$ cat src/rtl/traffic_pkg.sv
// Shared encodings for the traffic-light controller: interval codes, lamp
// patterns, the phase enum and the per-phase output decode.
package traffic_pkg;

  localparam logic [1:0] T_BASE = 2'b00;
  localparam logic [1:0] T_EXT  = 2'b01;
  localparam logic [1:0] T_YEL  = 2'b10;

  localparam logic [2:0] LAMP_R = 3'b100;
  localparam logic [2:0] LAMP_Y = 3'b010;
  localparam logic [2:0] LAMP_G = 3'b001;

  typedef enum logic [2:0] {
    S_MG1    = 3'd0,
    S_MG_EXT = 3'd1,
    S_MY     = 3'd2,
    S_WALK   = 3'd3,
    S_SG     = 3'd4,
    S_SG_EXT = 3'd5,
    S_SY     = 3'd6
  } state_t;

  typedef struct packed {
    logic [2:0] main_l;
    logic [2:0] side_l;
    logic [1:0] interval;
    logic       walk;
  } lamp_t;

  function automatic lamp_t decode_state(input state_t s);
    lamp_t o;
    o = '{main_l: LAMP_G, side_l: LAMP_R, interval: T_BASE, walk: 1'b0};
    case (s)
      S_MG1:    o = '{main_l: LAMP_G, side_l: LAMP_R, interval: T_BASE, walk: 1'b0};
      S_MG_EXT: o = '{main_l: LAMP_G, side_l: LAMP_R, interval: T_EXT,  walk: 1'b0};
      S_MY:     o = '{main_l: LAMP_Y, side_l: LAMP_R, interval: T_YEL,  walk: 1'b0};
      S_WALK:   o = '{main_l: LAMP_R, side_l: LAMP_R, interval: T_EXT,  walk: 1'b1};
      S_SG:     o = '{main_l: LAMP_R, side_l: LAMP_G, interval: T_BASE, walk: 1'b0};
      S_SG_EXT: o = '{main_l: LAMP_R, side_l: LAMP_G, interval: T_EXT,  walk: 1'b0};
      S_SY:     o = '{main_l: LAMP_R, side_l: LAMP_Y, interval: T_YEL,  walk: 1'b0};
      default:  o = '{main_l: LAMP_G, side_l: LAMP_R, interval: T_BASE, walk: 1'b0};
    endcase
    return o;
  endfunction

endpackage

$ cat src/rtl/interval_timer.sv
// Phase timer: waits for the interval lookup, loads the seconds value, counts
// it down on one_hz_enable. Handshake: a one-cycle start restarts the load
// sequence; expired is a one-cycle pulse after the count goes 1 -> 0.
module interval_timer #(
  parameter int LOOKUP_LAT = 1
) (
  input  logic       clk,
  input  logic       global_reset_n,
  input  logic       start,
  input  logic [3:0] value,
  input  logic       one_hz_enable,
  output logic       expired
);

  // Out of reset the first edge also consumes one delay step.
  localparam logic [2:0] RST_DLY   = 3'(LOOKUP_LAT + 1);
  localparam logic [2:0] START_DLY = 3'(LOOKUP_LAT);

  logic       pend_q, pend_d;
  logic       run_q, run_d;
  logic       exp_q, exp_d;
  logic [2:0] dly_q, dly_d;
  logic [3:0] cnt_q, cnt_d;

  always_ff @(posedge clk or negedge global_reset_n) begin
    if (!global_reset_n) begin
      pend_q <= 1'b1;
      run_q  <= 1'b0;
      exp_q  <= 1'b0;
      dly_q  <= RST_DLY;
      cnt_q  <= 4'd0;
    end else begin
      pend_q <= pend_d;
      run_q  <= run_d;
      exp_q  <= exp_d;
      dly_q  <= dly_d;
      cnt_q  <= cnt_d;
    end
  end

  always_comb begin
    pend_d = pend_q;
    run_d  = run_q;
    exp_d  = 1'b0;
    dly_d  = dly_q;
    cnt_d  = cnt_q;
    if (start) begin
      pend_d = 1'b1;
      run_d  = 1'b0;
      dly_d  = START_DLY;
    end else if (pend_q) begin
      // Seconds pulses before (and at) the load edge are deliberately dropped.
      if (dly_q <= 3'd1) begin
        pend_d = 1'b0;
        run_d  = 1'b1;
        cnt_d  = (value == 4'd0) ? 4'd1 : value;
      end else begin
        dly_d = dly_q - 3'd1;
      end
    end else if (run_q && one_hz_enable) begin
      if (cnt_q <= 4'd1) begin
        run_d = 1'b0;
        cnt_d = 4'd0;
        exp_d = 1'b1;
      end else begin
        cnt_d = cnt_q - 4'd1;
      end
    end
  end

  assign expired = exp_q;

endmodule

$ cat src/rtl/traffic_light_fsm.sv
// Main/side-street sequencer: walks the green/yellow/walk phases, requests the
// interval for each phase and drives registered lamp outputs.
module traffic_light_fsm
  import traffic_pkg::*;
#(
  parameter int LOOKUP_LAT = 1
) (
  input  logic       clk,
  input  logic       global_reset_n,
  input  logic       one_hz_enable,
  input  logic [3:0] output_time_value,
  input  logic       sensor,
  input  logic       walk_request,
  input  logic       reprogram,
  output logic [1:0] fsm_requested_interval,
  output logic [2:0] main_lights,
  output logic [2:0] side_lights,
  output logic       walk_lamp,
  output logic       walk_reset,
  output state_t     state_o
);

  state_t state_q, state_d;
  lamp_t  out_q, out_d;
  logic   walk_reset_q, walk_reset_d;
  logic   expired;
  logic   restart;

  assign restart = reprogram | expired;

  interval_timer #(.LOOKUP_LAT(LOOKUP_LAT)) u_timer (
    .clk            (clk),
    .global_reset_n (global_reset_n),
    .start          (restart),
    .value          (output_time_value),
    .one_hz_enable  (one_hz_enable),
    .expired        (expired)
  );

  always_ff @(posedge clk or negedge global_reset_n) begin
    if (!global_reset_n) begin
      state_q      <= S_MG1;
      out_q        <= '{main_l: LAMP_G, side_l: LAMP_R, interval: T_BASE, walk: 1'b0};
      walk_reset_q <= 1'b0;
    end else begin
      state_q      <= state_d;
      out_q        <= out_d;
      walk_reset_q <= walk_reset_d;
    end
  end

  // Reprogram has priority over an expiry arriving in the same cycle.
  always_comb begin
    state_d = state_q;
    if (reprogram) begin
      state_d = S_MG1;
    end else if (expired) begin
      case (state_q)
        S_MG1:    state_d = sensor ? S_MY : S_MG_EXT;
        S_MG_EXT: state_d = S_MY;
        S_MY:     state_d = walk_request ? S_WALK : S_SG;
        S_WALK:   state_d = S_SG;
        S_SG:     state_d = sensor ? S_SG_EXT : S_SY;
        S_SG_EXT: state_d = S_SY;
        S_SY:     state_d = S_MG1;
        default:  state_d = S_MG1;
      endcase
    end
  end

  // Outputs are decoded from the next state so they register with it.
  always_comb begin
    out_d        = decode_state(state_d);
    walk_reset_d = (state_d == S_WALK) && (state_q != S_WALK);
  end

  assign fsm_requested_interval = out_q.interval;
  assign main_lights            = out_q.main_l;
  assign side_lights            = out_q.side_l;
  assign walk_lamp              = out_q.walk;
  assign walk_reset             = walk_reset_q;
  assign state_o                = state_q;

endmodule

$ cat config.mk
export PLATFORM = sky130hd
export DESIGN_NAME = traffic_light_fsm
export DESIGN_NICKNAME = d
export VERILOG_FILES = /design/src/rtl/traffic_pkg.sv /design/src/rtl/interval_timer.sv /design/src/rtl/traffic_light_fsm.sv
export SDC_FILE = /design/constraint.sdc
export NUM_CORES = 1
export LEC_CHECK = 0
export CORE_ASPECT_RATIO = 1.2
export CORE_UTILIZATION = 50
export DETAILED_ROUTE_END_ITERATION = 8
export MAX_ROUTING_LAYER = met4
export PLACE_DENSITY = 0.78
export SLEW_MARGIN = 20
export SYNTH_ARGS = -nofsm -noshare
export SYNTH_HDL_FRONTEND = slang
export SYNTH_SLANG_ARGS = --single-unit
$ cat constraint.sdc
create_clock -name clk -period 2.05 [get_ports clk]
set_input_delay 0.615 -clock clk [delete_from_list [all_inputs] [get_ports clk]]
set_output_delay 0.615 -clock clk [all_outputs]
set_load 0.01 [all_outputs]
==> flow_summary_export.csv <==
group,metric,value,unit
sta,setup_repair_after_global_routing_missed_its_margin,"false",
critical_path,critPathLaunchType,"flop",
clock_network,clkTransAtPathRegs,130,ps
final_layout,layout.cells.most_common,"sky130_fd_sc_hd__clkdlybuf4s50_1",
yosys,synth_top_area_share,0.415,
floorplan,floorplan.initialDensity,0.541,
place,place_inst,164,
sta,maxClockFrequency,504,MHz
yosys,ys_async_sr_fraction,1.00,
power_and_ir_drop,switching_power,0.396,mW
power_and_ir_drop,power_consumption,1.17,mW
sta,max_slew_margin,0.693,
clock_network,post_cts_resized,0,
yosys,synthTopCellsByArea,"sky130_fd_sc_hd__dfrtp_1 (41%), sky130_fd_sc_hd__dfstp_2 (9.2%), sky130_fd_sc_hd__ha_1 (4.4%)",
floorplan,die-width,45.7,um
clock_network,clock_tree.root_cell,"sky130_fd_sc_hd__clkbuf_4",
drt,remaining_drc_errors,0,
sta,finalHoldViolCount,0,
yosys,synth_compound_area_frac,0.168,
yosys,synth-adder-area-share,0.0437,
critical_path,worstSetupStartpoint,"main_lights[0]",
critical_path,critical_path_cell_count,1,
global_routing,vias_in_the_first_global_route,850,
drt,first_pass_iters,4,
outcome,outcome,"finished clean",
critical_path,crit_arrival,1370,ps
global_routing,global_route_wire_length_before_repair,3.56,mm
floorplan,die-height,54.4,um
drt,totalWireLength,2.18,mm
yosys,mappedNetlistNets,122,
critical_path,max_incr_delay_on_cp,530,ps
sta,layout_setup_ws,65.7,ps
power_and_ir_drop,pwr-share-clk,0.179,
sta,setup-violations-final,0,
clock_network,clock_tree_from_tritoncts,"done",
final_layout,seqCellArea,583,um^2
critical_path,worstSetupEndpoint,"main_lights[0]",
global_routing,global_route.overflow_total,0,
final_layout,multi_input_comb_area,517,um^2
floorplan,core_area,2120,um^2
floorplan,std_cell_rows,18,
critical_path,critical_path.max_fanout,1,
clock_network,cts_inserted_buffers,3,
final_layout,post_route_cells_drive_above_1_share,0.188,
final_layout,antennaDiodeCount,0,
yosys,synth_xor_xnor_area_share,0.0306,
power_and_ir_drop,power.sequential.fraction,0.515,
yosys,synth_edf_count,0,
place,port_buffers,22,
sta,holdWs,568,ps
sta,timing.final.max_slew_violations,0,
critical_path,rr_startpoint,"u_timer.dly_q[1]",
global_routing,antenna_found_initial,0,
drt,vias,889,
yosys,yosysTopAreaCell,"sky130_fd_sc_hd__dfrtp_1",
critical_path,cp_top_family,"flip-flops",
critical_path,endpoint_kind,"output port",
final_layout,final_area,1480,um^2
final_layout,layout.cells.non_filler,168,
yosys,ys_seq_area_frac,0.507,
clock_network,hold_fix_buffer_count_after_cts,0,
clock_network,clk_path_buf_depth,2,
yosys,main_combinational_cell_family_by_area_after_synthesis,"simple AND/OR/NAND/NOR gates",
floorplan,die_outline_area,2490,um^2
yosys,synthesis.area,1150,um^2
power_and_ir_drop,combinationalPowerShare,0.306,
critical_path,cp.buffers_inverters,1,
final_layout,layout_common_cells,"sky130_fd_sc_hd__clkdlybuf4s50_1 (21), sky130_fd_sc_hd__dfrtp_1 (17), sky130_fd_sc_hd__nand2_1 (10), sky130_fd_sc_hd__nor2_1 (9), sky130_fd_sc_hd__inv_1 (7)",
floorplan,ios,23,
yosys,post_synth_and_or_nand_nor_area_fraction,0.200,
drt,viasPerCell,5.29,
worst_hold_path,hold_path_class,"reg -> reg",
yosys,syn_area_per_cell,10.6,um^2
yosys,synth_flop_cell,"sky130_fd_sc_hd__dfrtp_1",
drt,drt-initial-drc-count,22,
yosys,synth.mux.area_fraction,0.00873,
final_layout,final_net_count,153,
global_routing,pin_count_of_the_biggest_net_entering_global_routing,24,
sta,worst_clock_skew,6.04,ps
power_and_ir_drop,peak_ir_drop_on_the_vdd_network,494,uV
clock_network,postCtsSetupRepairBufs,0,
final_layout,layout.filler_cells,188,
critical_path,crit_path_cell_trace,"clkdlybuf4s50_1",
power_and_ir_drop,power_per_cell_area,791,nW/um^2
sta,tightest_slew,457,ps
yosys,yosysWarnings,0,
power_and_ir_drop,p_leak,0.654,nW
clock_network,max_h_tree_level,1,
critical_path,critical_path.reg2reg.endpoint,"u_timer.cnt_q[3]",
drt,drt.antenna.violating_nets,0,
yosys,cells_after_synth,108,
critical_path,rr_worst_depth,8,
critical_path,timing.reg2reg.setup_slack,170,ps
sta,period_needed,1980,ps
job,cap_violations,0,
clock_network,numClockSinks,23,
drt,route.detailed.wl_per_inst,12.9,um
power_and_ir_drop,proportion_of_total_power_due_to_net_switching,0.338,
yosys,postSynthRegisterBits,23,
critical_path,timing.critical_path.slowest_stage_cell,"sky130_fd_sc_hd__dfstp_2",
clock_network,worst_skew_pair.late_latency,320,ps
place,postPlaceCellArea,1450,um^2
place,pre_cts_slack,-221,ps
power_and_ir_drop,internal_power,0.774,mW
critical_path,worst_ep_required_time,1430,ps
place,dpl.hpwl,1.65,mm
place,gp_congestion,0.848,
sta,finalCritPeriodShare,0.968,
yosys,synth.lib_cells_used.distinct,41,
critical_path,crit_type,"reg -> out",
global_routing,grt_usage,0.211,
final_layout,layout-area-overhead-vs-synth,29.0,%
==> worst min path at each step <==
| stage | end | cells after the start | slack (ps) | from |
|---|---|---|---|---|
| after floorplan | fsm_requested_interval[0] | 0 | 320 | global_reset_n |
| after global placement | u_timer.dly_q[1] | 2 | 510 | u_timer.dly_q[1] |
| after detailed placement | u_timer.cnt_q[2] | 2 | 560 | u_timer.cnt_q[2] |
| after CTS | u_timer.dly_q[1] | 2 | 580 | u_timer.dly_q[1] |
| after global routing | u_timer.dly_q[1] | 2 | 590 | u_timer.dly_q[1] |
| final | u_timer.dly_q[1] | 2 | 570 | u_timer.dly_q[1] |
==> routing by layer <==
layer / vias up / global-route usage / wire length [um]
li1: 439 / - / -
met1: 422 / 0.248 / 962
met2: 26 / 0.352 / 1110
met3: 2 / 0.0297 / 73
met4: 0 / 0.103 / 32
met5: - / - / 0
==> area by class of cell <==
cell class                      instances  share of cell area
Sequential cell                        23               0.394
Multi-Input combinational cell         75               0.349
Timing Repair Buffer                   29               0.195
Tap cell                               30              0.0254
Inverter                                7              0.0178
Clock buffer                            3              0.0152
Clock inverter                          1             0.00338
==> per-stage QoR <==
step	TNS (ps)	util
after floorplan	0	-
after global placement	-528	0.683
after CTS	0	0.696
after detailed placement	-1440	0.683
after global routing	0	0.699
final	0	0.699
==> power groups by stage <==
stage                     Sequential, mW  Clock [mW]  Combinational [mW]
after global routing               0.617       0.237               0.417
after CTS                          0.601       0.217               0.358
after global placement             0.607           0               0.337
final                              0.603       0.210               0.358
after detailed placement           0.611           0               0.356
after floorplan                    0.584           0               0.264
==> sequential cells by signal (all words and copies together) (netlist names) <==
name	count
u_timer.cnt_q	4
main_lights	3
side_lights	3
state_o	3
u_timer.dly_q	3
fsm_requested_interval	2
u_timer.expired	1
u_timer.pend_q	1
u_timer.run_q	1
walk_lamp	1
walk_reset	1
==> logic make-up (layout without fill, tap and decap cells) <==
kind of cell / count (synthesis) / count (layout)
AOI/OAI and AO/OA: 24 / 24
xor gates and xnor gates: 4 / 4
adders and majority gates: 4 / 4
buffers and inverters: 10 / 40
DFF: 23 / 23
muxes: 1 / 1
and+or+nand+nor: 42 / 42
==> Yosys cell counts, drive strengths merged (2+ instances only) <==
cell type and count:
dfrtp 19, nand2 10, nor2 9, inv 7, nor3 7, a21oi 5
o21ai 5, and2b 4, dfstp 4, ha 4, a22oi 3, and3 2
buf 2, nand2b 2, nand3 2, nor4 2, xnor2 2, xor2 2
Power figures use the tool's default switching activity.
